## src/rtl/rc_pwm_pkg.sv

```systemverilog
// Shared definitions for the RC PWM width-capture block and the mode-switch logic.
// Tick constants are in width ticks unless stated otherwise.
package rc_pwm_pkg;

  typedef enum logic [1:0] {
    IDLE    = 2'd0,
    MEASURE = 2'd1,
    STUCK   = 2'd2
  } state_t;

  localparam int TICK_DIV         = 500;   // clk cycles per tick (50 MHz -> 10 us)
  localparam int MIN_TICKS        = 50;
  localparam int MAX_TICKS        = 250;
  localparam int TIMEOUT_TICKS    = 5000;
  localparam int SWITCH_THRESHOLD = 150;

endpackage

```

## src/rtl/sync_edge_detect.sv

```systemverilog
// Two-flop synchroniser plus an edge flop; rise/fall share the same latency.
// Edges are suppressed until the chain holds post-reset samples, so a line that is
// already high when reset releases never looks like a fresh rising edge.
module sync_edge_detect (
  input  logic clk,
  input  logic rst_n,
  input  logic din,
  output logic level,
  output logic rise,
  output logic fall
);

  logic       s1;
  logic       s2;
  logic       s3;
  logic [1:0] fill;
  logic       filled;

  always_ff @(posedge clk or negedge rst_n) begin
    if (!rst_n) begin
      s1   <= 1'b0;
      s2   <= 1'b0;
      s3   <= 1'b0;
      fill <= 2'd0;
    end else begin
      s1 <= din;
      s2 <= s1;
      s3 <= s2;
      if (fill != 2'd3) fill <= fill + 2'd1;
    end
  end

  assign filled = (fill == 2'd3);
  assign level  = s2;
  assign rise   = filled &  s2 & ~s3;
  assign fall   = filled & ~s2 &  s3;

endmodule

```

## src/rtl/rc_pwm_width_capture.sv

```systemverilog
// Measures the high time of one RC PWM channel in ticks, rejects glitches and
// over-long pulses, and drops the width to 0 when no accepted pulse arrives in time.
module rc_pwm_width_capture #(
  parameter int TICK_DIV      = rc_pwm_pkg::TICK_DIV,
  parameter int MIN_TICKS     = rc_pwm_pkg::MIN_TICKS,
  parameter int MAX_TICKS     = rc_pwm_pkg::MAX_TICKS,
  parameter int TIMEOUT_TICKS = rc_pwm_pkg::TIMEOUT_TICKS
) (
  input  logic       clk,
  input  logic       rst_n,
  input  logic       pwm_in,
  output logic [7:0] pulse_width,
  output logic       width_valid,
  output logic       signal_ok,
  output logic       glitch,
  output logic [1:0] fsm_state
);

  import rc_pwm_pkg::*;

  localparam int PW = (TICK_DIV > 1) ? $clog2(TICK_DIV) : 1;

  logic          level;
  logic          rise;
  logic          fall;
  logic [PW-1:0] presc;
  logic          tick;
  logic [7:0]    count;
  logic [8:0]    count_eff;
  logic [15:0]   to_cnt;
  state_t        state;
  state_t        state_next;
  logic          accept;
  logic          reject;

  sync_edge_detect u_sync (
    .clk   (clk),
    .rst_n (rst_n),
    .din   (pwm_in),
    .level (level),
    .rise  (rise),
    .fall  (fall)
  );

  assign tick = (presc == PW'(TICK_DIV - 1));

  always_ff @(posedge clk or negedge rst_n) begin
    if (!rst_n)    presc <= '0;
    else if (rise) presc <= '0;
    else if (tick) presc <= '0;
    else           presc <= presc + 1'b1;
  end

  always_ff @(posedge clk or negedge rst_n) begin
    if (!rst_n)                           count <= 8'd0;
    else if (rise)                        count <= 8'd0;
    else if (state == MEASURE && tick)    count <= count + 8'd1;
  end

  // A tick landing in the same cycle as the fall is a completed tick, so it counts.
  assign count_eff = {1'b0, count} + {8'd0, tick};

  always_ff @(posedge clk or negedge rst_n) begin
    if (!rst_n) state <= IDLE;
    else        state <= state_next;
  end

  always_comb begin
    state_next = state;
    accept     = 1'b0;
    reject     = 1'b0;
    case (state)
      IDLE: begin
        if (rise) state_next = MEASURE;
      end
      MEASURE: begin
        if (fall) begin
          state_next = IDLE;
          if (count_eff < 9'(MIN_TICKS))       reject = 1'b1;
          else if (count_eff <= 9'(MAX_TICKS)) accept = 1'b1;
          else                                 reject = 1'b1;
        end else if (count_eff == 9'(MAX_TICKS + 1)) begin
          reject     = 1'b1;
          state_next = STUCK;
        end
      end
      STUCK: begin
        if (!level) state_next = IDLE;
      end
      default: state_next = IDLE;
    endcase
  end

  assign fsm_state = state;

  // Acceptance takes priority over a timeout landing in the same cycle.
  always_ff @(posedge clk or negedge rst_n) begin
    if (!rst_n) begin
      pulse_width <= 8'd0;
      width_valid <= 1'b0;
      signal_ok   <= 1'b0;
      glitch      <= 1'b0;
      to_cnt      <= 16'd0;
    end else begin
      width_valid <= 1'b0;
      glitch      <= reject;
      if (accept) begin
        pulse_width <= count_eff[7:0];
        width_valid <= 1'b1;
        signal_ok   <= 1'b1;
        to_cnt      <= 16'd0;
      end else if (tick && to_cnt != 16'(TIMEOUT_TICKS)) begin
        to_cnt <= to_cnt + 16'd1;
        if (to_cnt == 16'(TIMEOUT_TICKS - 1)) begin
          signal_ok   <= 1'b0;
          pulse_width <= 8'd0;
        end
      end
    end
  end

endmodule
```

## config.mk

```make
export PLATFORM = sky130hd
export DESIGN_NAME = rc_pwm_width_capture
export DESIGN_NICKNAME = d
export VERILOG_FILES = /design/src/rtl/rc_pwm_pkg.sv /design/src/rtl/sync_edge_detect.sv /design/src/rtl/rc_pwm_width_capture.sv
export SDC_FILE = /design/constraint.sdc
export NUM_CORES = 1
export LEC_CHECK = 0
export CAP_MARGIN = 0
export CORE_MARGIN = 2
export CORE_UTILIZATION = 65
export CTS_BUF_LIST = sky130_fd_sc_hd__clkbuf_2
export DETAILED_ROUTE_END_ITERATION = 6
export DONT_BUFFER_PORTS = 1
export PLACE_DENSITY = 0.87
export SETUP_SLACK_MARGIN = 0.3
export SYNTH_ARGS = -nofsm -noshare
export SYNTH_HDL_FRONTEND = slang
export SYNTH_SLANG_ARGS = --single-unit
```

## constraint.sdc

```tcl
create_clock -name clk -period 3.28 [get_ports clk]
set_input_delay 0.984 -clock clk [delete_from_list [all_inputs] [get_ports clk]]
set_output_delay 0.984 -clock clk [all_outputs]
set_load 0.01 [all_outputs]
```

Yosys cells after proc, flatten, opt, wreduce, memory -nomap -nowiden
Cells that the tools add are included.

Memories kept: 0. Register bits: 51. Memory bits (read-only): 0. RAM bits: 0. Logic and storage cells: 71. Latch bits: 0.

Magnitude comparators: 2. Mux-type cells: 27. $add $sub $neg: 5. Shift operators: 0. Multiply operators: 0. Reductions and logical operators: 8. Div/mod/pow operators: 0. Bitwise gates (word level): 6. Eq/ne operators: 11.

Operators with widths (count): two-way mux 8 bit (5); two-way mux 16 bit (2); two-way mux 9 bit (2); adder 16 x 1 -> 16 bit, second input constant (1); equality test 16 x 13 -> 1 bit, second input constant (1); inequality test 16 x 13 -> 1 bit, second input constant (1); two-way mux 1 bit (13); adder 8 x 1 -> 9 bit (1); adder 9 x 1 -> 9 bit, second input constant (1); equality test 9 x 8 -> 1 bit, second input constant (1); equality test 9 bit, second input constant (1); less-or-equal comparator 9 x 8 -> 1 bit, second input constant (1); < comparator 9 x 6 -> 1 bit, second input constant (1); adder 8 x 1 -> 8 bit, second input constant (1); two-way mux 2 bit (4); inequality test 2 bit, second input constant (3); case mux 2 bit (3 select lines) (1); nonzero test 2 bit (3); AND 1 bit (4); equality test 2 bit, second input constant (2); inequality test 3 x 2 -> 1 bit, second input constant (1); AND reduction 3 bit (1); adder 2 x 1 -> 2 bit, second input constant (1); equality test 2 x 1 -> 1 bit, second input constant (1); other kinds (4) (6).

Depth between registers and ports, before layout
Depth after elaboration: 9. Depth in mapped cells: 12. Gate-level depth less buffers: 11.

Hierarchy
From an unflattened synthesis, not the netlist that was laid out.

Cells, all modules: 268. Area total of the unflattened synthesis: 2635.0 sq um.

Modules (own cells, without submodules): rc_pwm_width_capture (area an instance 2453.6 sq um, seq. area each 1151.1 sq um, cells each 258, instances 1); sync_edge_detect (area an instance 181.4 sq um, seq. area each 125.1 sq um, cells each 10, instances 1).

Worst setup path before layout
Ideal clock, no wire load.

Path kind: register -> register. Start: reg presc[0]. End: reg pulse_width[6]. Required time: 3201 ps. Path buffers: 1. Stages on the path, launching flop included: 13. Arrival: 2837 ps. Period minus slack after synthesis: 2916 ps. Setup slack: 364 ps. Path through: dfrtp_1 ha_1 nand2_1 nor4_4 ha_1 ha_1 and3_4 xnor2_1 nand2b_1 o31a_1 nor3_4 buf_6 mux2i_1.

Longest elaborated chain between the ends: 9. Elaborated cells on any way between the ends: 13. Classes of those cells: 1 x add/sub; 2 x order compare; 1 x eq/ne; 5 x mux; 4 x reduce/logical.

RTL lines: start: declaration (line rc_pwm_width_capture.sv:26) `logic [PW-1:0] presc;`; start signal: assignment (line rc_pwm_width_capture.sv:51) `else presc <= presc + 1'b1;`; equality test 9 bit (*) (line rc_pwm_width_capture.sv:45) `assign tick = (presc == PW'(TICK_DIV - 1));`; adder 8 x 1 -> 9 bit (line rc_pwm_width_capture.sv:61) `assign count_eff = {1'b0, count} + {8'd0, tick};`; less-or-equal comparator 9 x 8 -> 1 bit (line rc_pwm_width_capture.sv:80) `else if (count_eff <= 9'(MAX_TICKS)) accept = 1'b1;`; two-way mux 1 bit (line rc_pwm_width_capture.sv:80); two-way mux 1 bit (line rc_pwm_width_capture.sv:79) `if (count_eff < 9'(MIN_TICKS)) reject = 1'b1;`; two-way mux 1 bit (line rc_pwm_width_capture.sv:77) `if (fall) begin`; two-way mux 1 bit (line rc_pwm_width_capture.sv:72) `case (state)`; nonzero test 2 bit (no line); AND reduction 2 bit (no line); end signal: assignment (line rc_pwm_width_capture.sv:108) `pulse_width <= count_eff[7:0];`; end: declaration (line rc_pwm_width_capture.sv:12) `output logic [7:0] pulse_width,`.

Mark *: on every way between the ends. The rest lies on a longest branch, timed or not. A chain may end at the register's enable or synchronous reset.

Worst setup path in the final report
Start: reg presc[1]. End: reg to_cnt[14].

Longest elaborated chain between the ends: 8. Elaborated cells on any way between the ends: 11. Classes of those cells: 1 x add/sub; 2 x order compare; 1 x eq/ne; 5 x mux; 2 x reduce/logical.

RTL lines: equality test 9 bit (*) (line rc_pwm_width_capture.sv:45); adder 8 x 1 -> 9 bit (line rc_pwm_width_capture.sv:61); less-or-equal comparator 9 x 8 -> 1 bit (line rc_pwm_width_capture.sv:80); two-way mux 1 bit (line rc_pwm_width_capture.sv:80); two-way mux 1 bit (line rc_pwm_width_capture.sv:79); two-way mux 1 bit (line rc_pwm_width_capture.sv:77); two-way mux 1 bit (line rc_pwm_width_capture.sv:72); two-way mux 16 bit / nonzero test 2 bit (equally long branches); end signal: assignment (line rc_pwm_width_capture.sv:113) `to_cnt <= to_cnt + 16'd1;`; end: declaration (line rc_pwm_width_capture.sv:30) `logic [15:0] to_cnt;`.

Marked as above.

==> reports/metrics.yaml <==
status: "complete, no violations"
vias: 1928
finalSetupViolCount: 0
io_pins: 16
synthMuxAreaShare_pct: 4.16
synth_enable_flop_cells: 0
port_buffers: 0
vdd_ir_drop_max_v: 0.000373
syn-cell-area_mm2: 0.00267
r2r_setup_slack_ns: 0.44
cts_root_buf: "clkbuf_2"
critPathMaxFanout: 13
yosys.area_share.xor_xnor_pct: 11.1
grt_overflow: 0
ys_seq_area_share_pct: 47.7
critPathRequiredTime_ns: 3.65
timing.final.hold_violations: 0
critPathArrivalTime_ns: 3.21
area_growth_pct: 5.71
dieArea_mm2: 0.00464
r2r.worst_path.cells: 13
met1_usage_pct: 30.9
cts_tree: "built"
criticalPathCategory: "reg -> reg"
grt_pass1_wl_mm: 8.38
routed_wl_mm: 5.09
first_global_vias: 1869
setup_tns_ns: 0
maxCapViolCount: 0
r2r_start: "presc[1]$_DFF_PN0_"
p_per_area_mw_per_mm2: 382
drcViolationCount: 0
firstDrtPassIters: 4
final.period_utilization_pct: 86.5
die_w_um: 68.1
hold_class: "in -> async"
hpwl_mm: 3.39
mostFrequentLayoutCell: "dfrtp_1"
ant_nets: 0
antenna_found_initial: 0
fin_area_mm2: 0.00283
numCtsBuffers: 5
clock_latency_ns: 0.44
clk_pin_slew_ns: 0.25
synthSimpleGateAreaFrac_pct: 23.5
grt_use_met3_pct: 4.77
end_kind: "flop"
synth_fp_nets: 284
gp_congestion: 0.861
clock_sink_count: 51
die_h_um: 68.1
synthArstFlopShare_pct: 100
worst-slew-pin-transition_ns: 0.547
ys_ff_latch: 51
fmax_ghz: 0.353
relSlewSlack_pct: 63.2
clock_path_buffers: 2
fin_crit_ns: 2.84
dr.first_iter.drc_count: 93
fill_cells: 288
htree_levels: 2
synth-main-ff-cell: "dfrtp_1"
grtUsageMet2_pct: 41.6
drive_above_1_share_pct: 8.76
final_cell_mix: "dfrtp_1, nor2_1, nand2_1, xnor2_1, nand3_1"
ys_types: 46
grt_max_degree: 52
rsz0062_at_grt: "no"
netlist_instances: 273
regToRegEndpoint: "to_cnt[14]$_DFFE_PN0P_"
coreArea_mm2: 0.00397
track_usage_pct: 24.3
synth_area_per_cell_um2: 9.79
busiest_layer: "met2"
antennaDiodeCount: 0
yosys_warnings: 0
drt-vias-per-instance: 5.95
row_count: 23
synth_top_family_by_area: "simple AND/OR/NAND/NOR gates"
synth_compound_area_share_pct: 5.47
dpl-instance-area_mm2: 0.00268
initial_core_util_pct: 67.3
avgRoutedWirePerCell_um: 15.7
clock_skew_ns: 0.0323
leakagePower_nw: 1.23
setup.worst_path.start_class: "flop"
drv_slew: 0
final_net_count: 285
synthAdderAreaFrac_pct: 3.74
## repair_timing
| action | 4_1_cts | 5_1_grt |
|---|---|---|
| buffers inserted | 0 | 4 |
| hold buffers | 0 | 0 |
| endpoints found under the setup margin | 4 | 26 |
| endpoints found under the hold margin | 0 | 0 |
| gates resized for setup | 1 | 7 |
| pin swaps | 0 | 2 |
| gates cloned | 0 | 1 |
## per-layer routing
| metal | up-vias | wire length, um |
|---|---|---|
| met1 | 962 | 2190 |
| met2 | 33 | 2630 |
| li1 | 923 | - |
| met5 | - | 0 |
| met3 | 10 | 196 |
| met4 | 0 | 74 |
## through the flow
stage,utilization (%),hold slack (ns),setup slack (ns),total power [mW],cells
6_report,71.2,0.187,0.444,1.08,324
3_3_place_gp,67.5,0.338,0.472,0.768,312
2_1_floorplan,-,0.331,0.364,0.754,273
5_1_grt,71.2,0.141,0.279,1.13,324
3_5_place_dp,67.5,0.341,0.336,0.771,312
4_1_cts,69.1,0.186,0.346,1.09,319
## cells by family (layout without fill, tap and decap cells)
logic type,count (synthesis),after routing
AND/OR/NAND/NOR,124,124
flip-flops,51,51
XOR/XNOR,34,34
buffers and inverters,24,25
AO/OA/AOI/OAI,21,21
multiplexers,11,11
adder cells (fa/ha/maj),8,8
## how the worst max path moves through the flow
stage / to / slack (ns) / startpoint
final: to_cnt[14]$_DFFE_PN0P_ / 0.44 / presc[1]$_DFF_PN0_
after global routing: to_cnt[3]$_DFFE_PN0P_ / 0.28 / presc[1]$_DFF_PN0_
after CTS: pulse_width[7]$_DFFE_PN0P_ / 0.35 / presc[0]$_DFF_PN0_
after detailed placement: pulse_width[1]$_DFFE_PN0P_ / 0.34 / presc[0]$_DFF_PN0_
after global placement: signal_ok$_DFFE_PN0P_ / 0.47 / presc[0]$_DFF_PN0_
after floorplan: pulse_width[6]$_DFFE_PN0P_ / 0.36 / presc[0]$_DFF_PN0_
## flip-flops by register name (all words and copies together), names as in the netlist
name,count
to_cnt,16
presc,9
count,8
pulse_width,8
fsm_state,2
u_sync.fill,2
glitch,1
signal_ok,1
u_sync.level,1
u_sync.s1,1
u_sync.s3,1
width_valid,1
## critical path, cell delays in order, from the launching register on
cell and delay (ns):
dfrtp_1 0.42, ha_1 0.21, nand2_1 0.10, nor4_4 0.24
buf_4 0.17, ha_4 0.15, nand3_1 0.11, or3b_2 0.47
a21boi_1 0.20, and3_4 0.23, nor3_4 0.05, buf_4 0.15
clkbuf_16 0.16, nor2_1 0.11
## cells in the mapped netlist, types with 3 or more instances
cell,count,area share [%]
buf_2,4,0.75
nor2_1,49,6.9
xnor2_1,21,6.9
clkbuf_1,4,0.56
nand4_1,13,3.0
ha_1,8,3.7
nand3_1,14,2.6
dfrtp_1,51,48
inv_1,11,1.5
and3_1,3,0.70
xor2_1,13,4.3
nor2b_1,4,0.94
mux2i_1,10,3.7
a21oi_1,4,0.75
nand2_1,21,2.9
o21ai_0,4,0.75
or3_1,3,0.70
buf_4,3,0.84
## power breakdown
| group | internal (mW) | switching (mW) |
|---|---|---|
| clock network | 0.128 | 0.189 |
| logic | 0.0318 | 0.0376 |
| registers | 0.657 | 0.0376 |
## final cells by class
class	count	area, um2	area share [%]
Clock inverter	1	30.0	1.06
Inverter	11	41.3	1.46
Multi-Input combinational cell	198	1300	46.1
Sequential cell	51	1280	45.2
Tap cell	50	62.6	2.21
Clock buffer	6	30.0	1.06
Timing Repair Buffer	7	82.6	2.92
(Power assumes the default switching activity.)
==> variant 1 (same flow settings) <==
Change the package constant `MIN_TICKS` from 50 to 25.
--- a/src/rtl/rc_pwm_pkg.sv
+++ b/src/rtl/rc_pwm_pkg.sv
@@ -9,7 +9,7 @@
   } state_t;
 
   localparam int TICK_DIV         = 500;   // clk cycles per tick (50 MHz -> 10 us)
-  localparam int MIN_TICKS        = 50;
+  localparam int MIN_TICKS        = 25;
   localparam int MAX_TICKS        = 250;
   localparam int TIMEOUT_TICKS    = 5000;
   localparam int SWITCH_THRESHOLD = 150;
Check against the original RTL: same outputs for any inputs over 10 cycles, from zero or initial values and one cycle with rst_n low; that may be too few to reach the edited logic, so the function may still have changed.
==> variant 1 against the original RTL <==
- synthesized area shrank 3.7%
- combinational power shrank 0.6%
- final area grew 6.1%
- setup slack lost 0.15 ns
- sequential power shrank 0.6%
- sequential cell count is the same
- first-iteration DRC count grew to 2.6 times the old value
- routed wire length grew 22%
- power grew 0.40%
- sequential share of layout area shrank 2.6 points
- clock power grew 3%
- maximum frequency shrank 4.9%
- count of clock-buffer cells in the layout shrank 1
- hold slack lost 0.022 ns
- critical endpoint is now pulse_width[7]$_DFFE_PN0P_
- highest routed layer unchanged
==> variant 1: results (changes against the original RTL) <==
metric	value	unit	change
outcome	finished, final reports clean		unchanged
wl_per_cell	19.5	um	was 15.7 um
final_nets	282		was 285
synthMuxAreaShare	3.94	%	was 4.16%
setup.worst_path.start	presc[0]$_DFF_PN0_		was presc[1]$_DFF_PN0_
wl_met3	412	um	was 196 um
gp_congestion	0.825		was 0.861
ys_top_cells_by_area	dfrtp_1 50%, xor2_1 6.8%, nor2_1 5.8%, xnor2_1 4.1%, ha_1 3.9%		was dfrtp_1 48%, nor2_1 6.9%, xnor2_1 6.9%, xor2_1 4.3%, ha_1 3.7%
async_reset_ff_share	100	%	unchanged
hold_path.class	primary input to asynchronous set/reset pin		unchanged
antenna_cells	0		unchanged
n_all_buffers	20		was 7
place_inst	295		was 312
synthAdderAreaFrac	3.89	%	was 3.74%
critPathMaxFanout	4		was 13
drtIter0Drc	243		was 93
largestRegisters	to_cnt x16, presc x9		unchanged
synth_area_per_cell	10.1	um2	was 9.79 um2
wl_met2	3280	um	was 2630 um
yosys-top-cells-count	51 x dfrtp_1, 40 x nor2_1, 26 x nand2_1, 20 x xor2_1, 15 x nand3_1		was 51 x dfrtp_1, 49 x nor2_1, 21 x nand2_1, 21 x xnor2_1, 14 x nand3_1
htree_num_levels	2		unchanged
clock_latency	0.46	ns	was 0.44 ns
yosysSeqAreaShare	49.6	%	was 47.7%
grt_pass1_vias	1863		was 1,869
root_buffer	clkbuf_2		unchanged
fin_cells	320		was 324
n_fill_cell	218		was 288
rrSetupSlack	0.30	ns	was 0.44 ns
reg2reg_depth	15		was 13
sh_seq_area	42.6	%	was 45.2%
max-slew-margin-rel	70.7	%	was 63.2%
num_vias	1980		was 1,928
syn-num-nets	265		was 284
ys_types	43		was 46
dp_hpwl	3420	um	was 3390 um
multi_input_area	1360	um2	was 1300 um2
firstDrtPassIters	5		was 4
critPathSlowestCell	dfrtp_1		was or3b_2
grt_first_pass_wirelength	9020	um	was 8380 um
skew	0.0164	ns	was 0.0323 ns
io_buffers	0		unchanged
critPathTopFamily	adder cells		was simple AND/OR/NAND/NOR gates
critPathMaxStageDelay	0.46	ns	
clkCellAreaFrac	2.13	%	was 2.12%
synth_compound_area_share	6.03	%	was 5.47%
leakage	1.33	nW	was 1.23 nW
synth_xor_xnor_area_share	10.9	%	was 11.1%
wl_met1	2400	um	was 2190 um
grt_start_max_net_pins	52		unchanged
worstReg2RegEnd	pulse_width[7]$_DFFE_PN0P_		was to_cnt[14]$_DFFE_PN0P_
peakVddDrop	0.279	mV	was 0.373 mV
multi_input_cells	189		was 198
inverters	4		was 11
arrival	3.38	ns	was 3.21 ns
nClkBuffers	5		was 6
grt_use_total	27.6	%	was 24.3%
buffer_area_share	7.51	%	was 2.92%
layout-drive-gt1-share	19.5	%	was 8.76%
hold-worst-slack	0.165	ns	was 0.187 ns
top_layer_used	met4		unchanged
==> variant 1: cell count changes in the layout (fill, tap and decap cells not counted), moves of 3 or more <==
cell,change
xnor2_1,-10
nand4_1,-8
nand2_2,+3
xor2_1,+7
and3_1,+5
inv_1,-7
nor2_1,-11
nor2b_1,-3
buf_4,+9
==> variant 1: where the power goes <==
part	internal, mW	switching, mW	total [mW]
sequential	0.653	0.0367	0.690
combinational	0.0346	0.0344	0.0690
clock	0.125	0.201	0.326
total	0.813	0.272	1.08
==> variant 1: stage by stage <==
stage	instance area, um2	worst slack, ns
after floorplan	2570	0.343
after global placement	2610	0.386
after detailed placement	2610	0.157
after CTS	2760	0.311
after global routing	3000	0.179
final	3000	0.298
==> variant 1: timing repair <==
action                                  CTS  global route
gates resized for setup                   2            28
setup buffers                             5             9
pin swaps                                 1            11
cloned                                    1             2
endpoints found under the setup margin   24            27
==> variant 1: layer usage <==
metal  track usage (%)  vias up
met2              46.3       98
met5                 0        -
li1                  -      897
met1              34.8      970
met4              8.42        0
met3              7.60       15
==> variant 2 (same flow settings) <==
Made on the original files. The output `glitch` loses its register stage (`glitch` becomes a continuous assignment).
--- a/src/rtl/rc_pwm_width_capture.sv
+++ b/src/rtl/rc_pwm_width_capture.sv
@@ -99,11 +99,9 @@
       pulse_width <= 8'd0;
       width_valid <= 1'b0;
       signal_ok   <= 1'b0;
-      glitch      <= 1'b0;
       to_cnt      <= 16'd0;
     end else begin
       width_valid <= 1'b0;
-      glitch      <= reject;
       if (accept) begin
         pulse_width <= count_eff[7:0];
         width_valid <= 1'b1;
@@ -119,4 +117,6 @@
     end
   end
 
+  assign glitch = reject;
+
 endmodule
Function: changed (a bounded check fails within 10 cycles, from zero or initial values and one cycle with rst_n low).
==> variant 2 against the original RTL <==
- the flow now finishes with violations (negative setup slack)
- power increased by 5.4%
- sequential cell count fell by 1
- synthesized area fell by 0.94%
- global-route usage rose by 5.7 points
- routed wire length up 44%
- final area increased by 15%
- synthesized cell count fell by 0.37%
- sequential power down 2%
- hold slack worse by 0.068 ns
- setup slack lost 1.1 ns
- largest cell class unchanged
==> variant 2: results (changes against the original RTL) <==
metric	value	unit	change
ys_types	46		unchanged
grt_first_pass_wirelength	9960	um	was 8380 um
clock_latency	0.49	ns	was 0.44 ns
outcome	complete, but fails checks		was finished, final reports clean
met3_usage	7.24	%	was 4.77%
syn-num-nets	283		was 284
rrSetupSlack	-0.30	ns	was 0.44 ns
grt_start_max_net_pins	51		was 52
setup.worst_path.start	presc[0]$_DFF_PN0_		was presc[1]$_DFF_PN0_
layout-drive-gt1-share	24.2	%	was 8.76%
cts_made_buffers	5		unchanged
worst_slack	-0.622	ns	was 0.444 ns
ys_warn_count	0		unchanged
grt_pass1_vias	2122		was 1,869
pre_cts_slack	-0.0508	ns	was 0.336 ns
r2r_start	presc[4]$_DFF_PN0_		was presc[1]$_DFF_PN0_
critPathSlowestCell	or4b_1		was or3b_2
critPathMaxFanout	3		was 13
skew	0.0458	ns	was 0.0323 ns
yosysSeqAreaShare	47.2	%	was 47.7%
setup_viol	2		was 0
use_met1	35.3	%	was 30.9%
wl_per_cell	20.2	um	was 15.7 um
hold_path.class	primary input to asynchronous set/reset pin		unchanged
dp_hpwl	3660	um	was 3390 um
io_buffers	0		unchanged
ys_top_cells_by_area	dfrtp_1 47%, nor2_1 6.9%, xnor2_1 6.9%, xor2_1 4.3%, ha_1 3.8%		was dfrtp_1 48%, nor2_1 6.9%, xnor2_1 6.9%, xor2_1 4.3%, ha_1 3.7%
largestRegisters	to_cnt x16, presc x9		unchanged
max-slew-margin-rel	66.0	%	was 63.2%
grt_use_met2	52.5	%	was 41.6%
async_reset_ff_share	100	%	unchanged
place_area	2790	um2	was 2680 um2
yosys-top-cells-count	50 x dfrtp_1, 49 x nor2_1, 21 x nand2_1, 21 x xnor2_1, 14 x nand3_1		was 51 x dfrtp_1, 49 x nor2_1, 21 x nand2_1, 21 x xnor2_1, 14 x nand3_1
num_vias	2245		was 1,928
clk_pin_slew	0.29	ns	was 0.25 ns
peakVddDrop	0.311	mV	was 0.373 mV
final_nets	324		was 285
n_fill_cell	212		was 288
leakage	1.44	nW	was 1.23 nW
drtIter0Drc	197		was 93
arrival	2.92	ns	was 3.21 ns
failed_checks	negative setup slack		
root_buffer	clkbuf_2		unchanged
timing.setup.tns	-0.925	ns	was 0 ns
grt_use_total	30.0	%	was 24.3%
gp_congestion	0.859		was 0.861
-- variant 2: changes by cell type after synthesis --
| cell | before | now |
|---|---|---|
| dfrtp_1 | 51 | 50 |
-- variant 2: layout make-up --
cell class | instances | area share [%]
Clock buffer | 5 | 0.773
Clock inverter | 3 | 1.35
Inverter | 11 | 1.28
Multi-Input combinational cell | 198 | 41.5
Sequential cell | 50 | 38.6
Tap cell | 50 | 1.93
Timing Repair Buffer | 47 | 14.5
-- variant 2: repair_timing --
| item | in CTS | in global routing |
|---|---|---|
| cloned | 0 | 1 |
| pin swaps | 8 | 6 |
| gates resized for setup | 3 | 29 |
| setup endpoints to repair | 1 | 28 |
| setup buffers | 27 | 4 |
| endpoints found under the hold margin | 0 | 0 |
-- variant 2: report_power, final --
part | leakage [nW] | total [mW] | internal, mW | switching, mW
Combinational | 0.724 | 0.121 | 0.0550 | 0.0657
Clock | 0.0433 | 0.340 | 0.130 | 0.210
Sequential | 0.675 | 0.678 | 0.643 | 0.0347
-- variant 2: through the flow --
| step | hold slack (ns) | instances | util [%] | power (mW) |
|---|---|---|---|---|
| after floorplan | 0.331 | 272 | - | 0.743 |
| after global routing | 0.105 | 364 | 81.5 | 1.17 |
| after detailed placement | 0.336 | 324 | 70.3 | 0.784 |
| after global placement | 0.337 | 324 | 70.3 | 0.777 |
| after CTS | 0.149 | 359 | 77.4 | 1.12 |
| final | 0.118 | 364 | 81.5 | 1.14 |
-- variant 2: final timing paths --
check,to,cells past startpoint
max,glitch,10
min,to_cnt[11]$_DFFE_PN0P_,0
max reg2reg,presc[8]$_DFF_PN0_,28
min reg2reg,u_sync.level$_DFF_PN0_,0
max in group asynchronous,presc[6]$_DFF_PN0_,0
min in group clk,u_sync.level$_DFF_PN0_,0
-- variant 2: kinds of logic after synthesis --
logic type,share of synthesized area [%]
adders and majority gates,3.78
buffers and inverters,4.30
and+or+nand+nor,23.7
DFF,47.2
muxes,4.20
AOI/OAI and AO/OA,5.53
xor gates and xnor gates,11.2
-- variant 2: layer usage --
metal / share of wire (%) / wire (um)
met5: 0 / 0
met3: 5.4 / 394
met2: 52 / 3790
met4: 4.8 / 351
met1: 38 / 2800
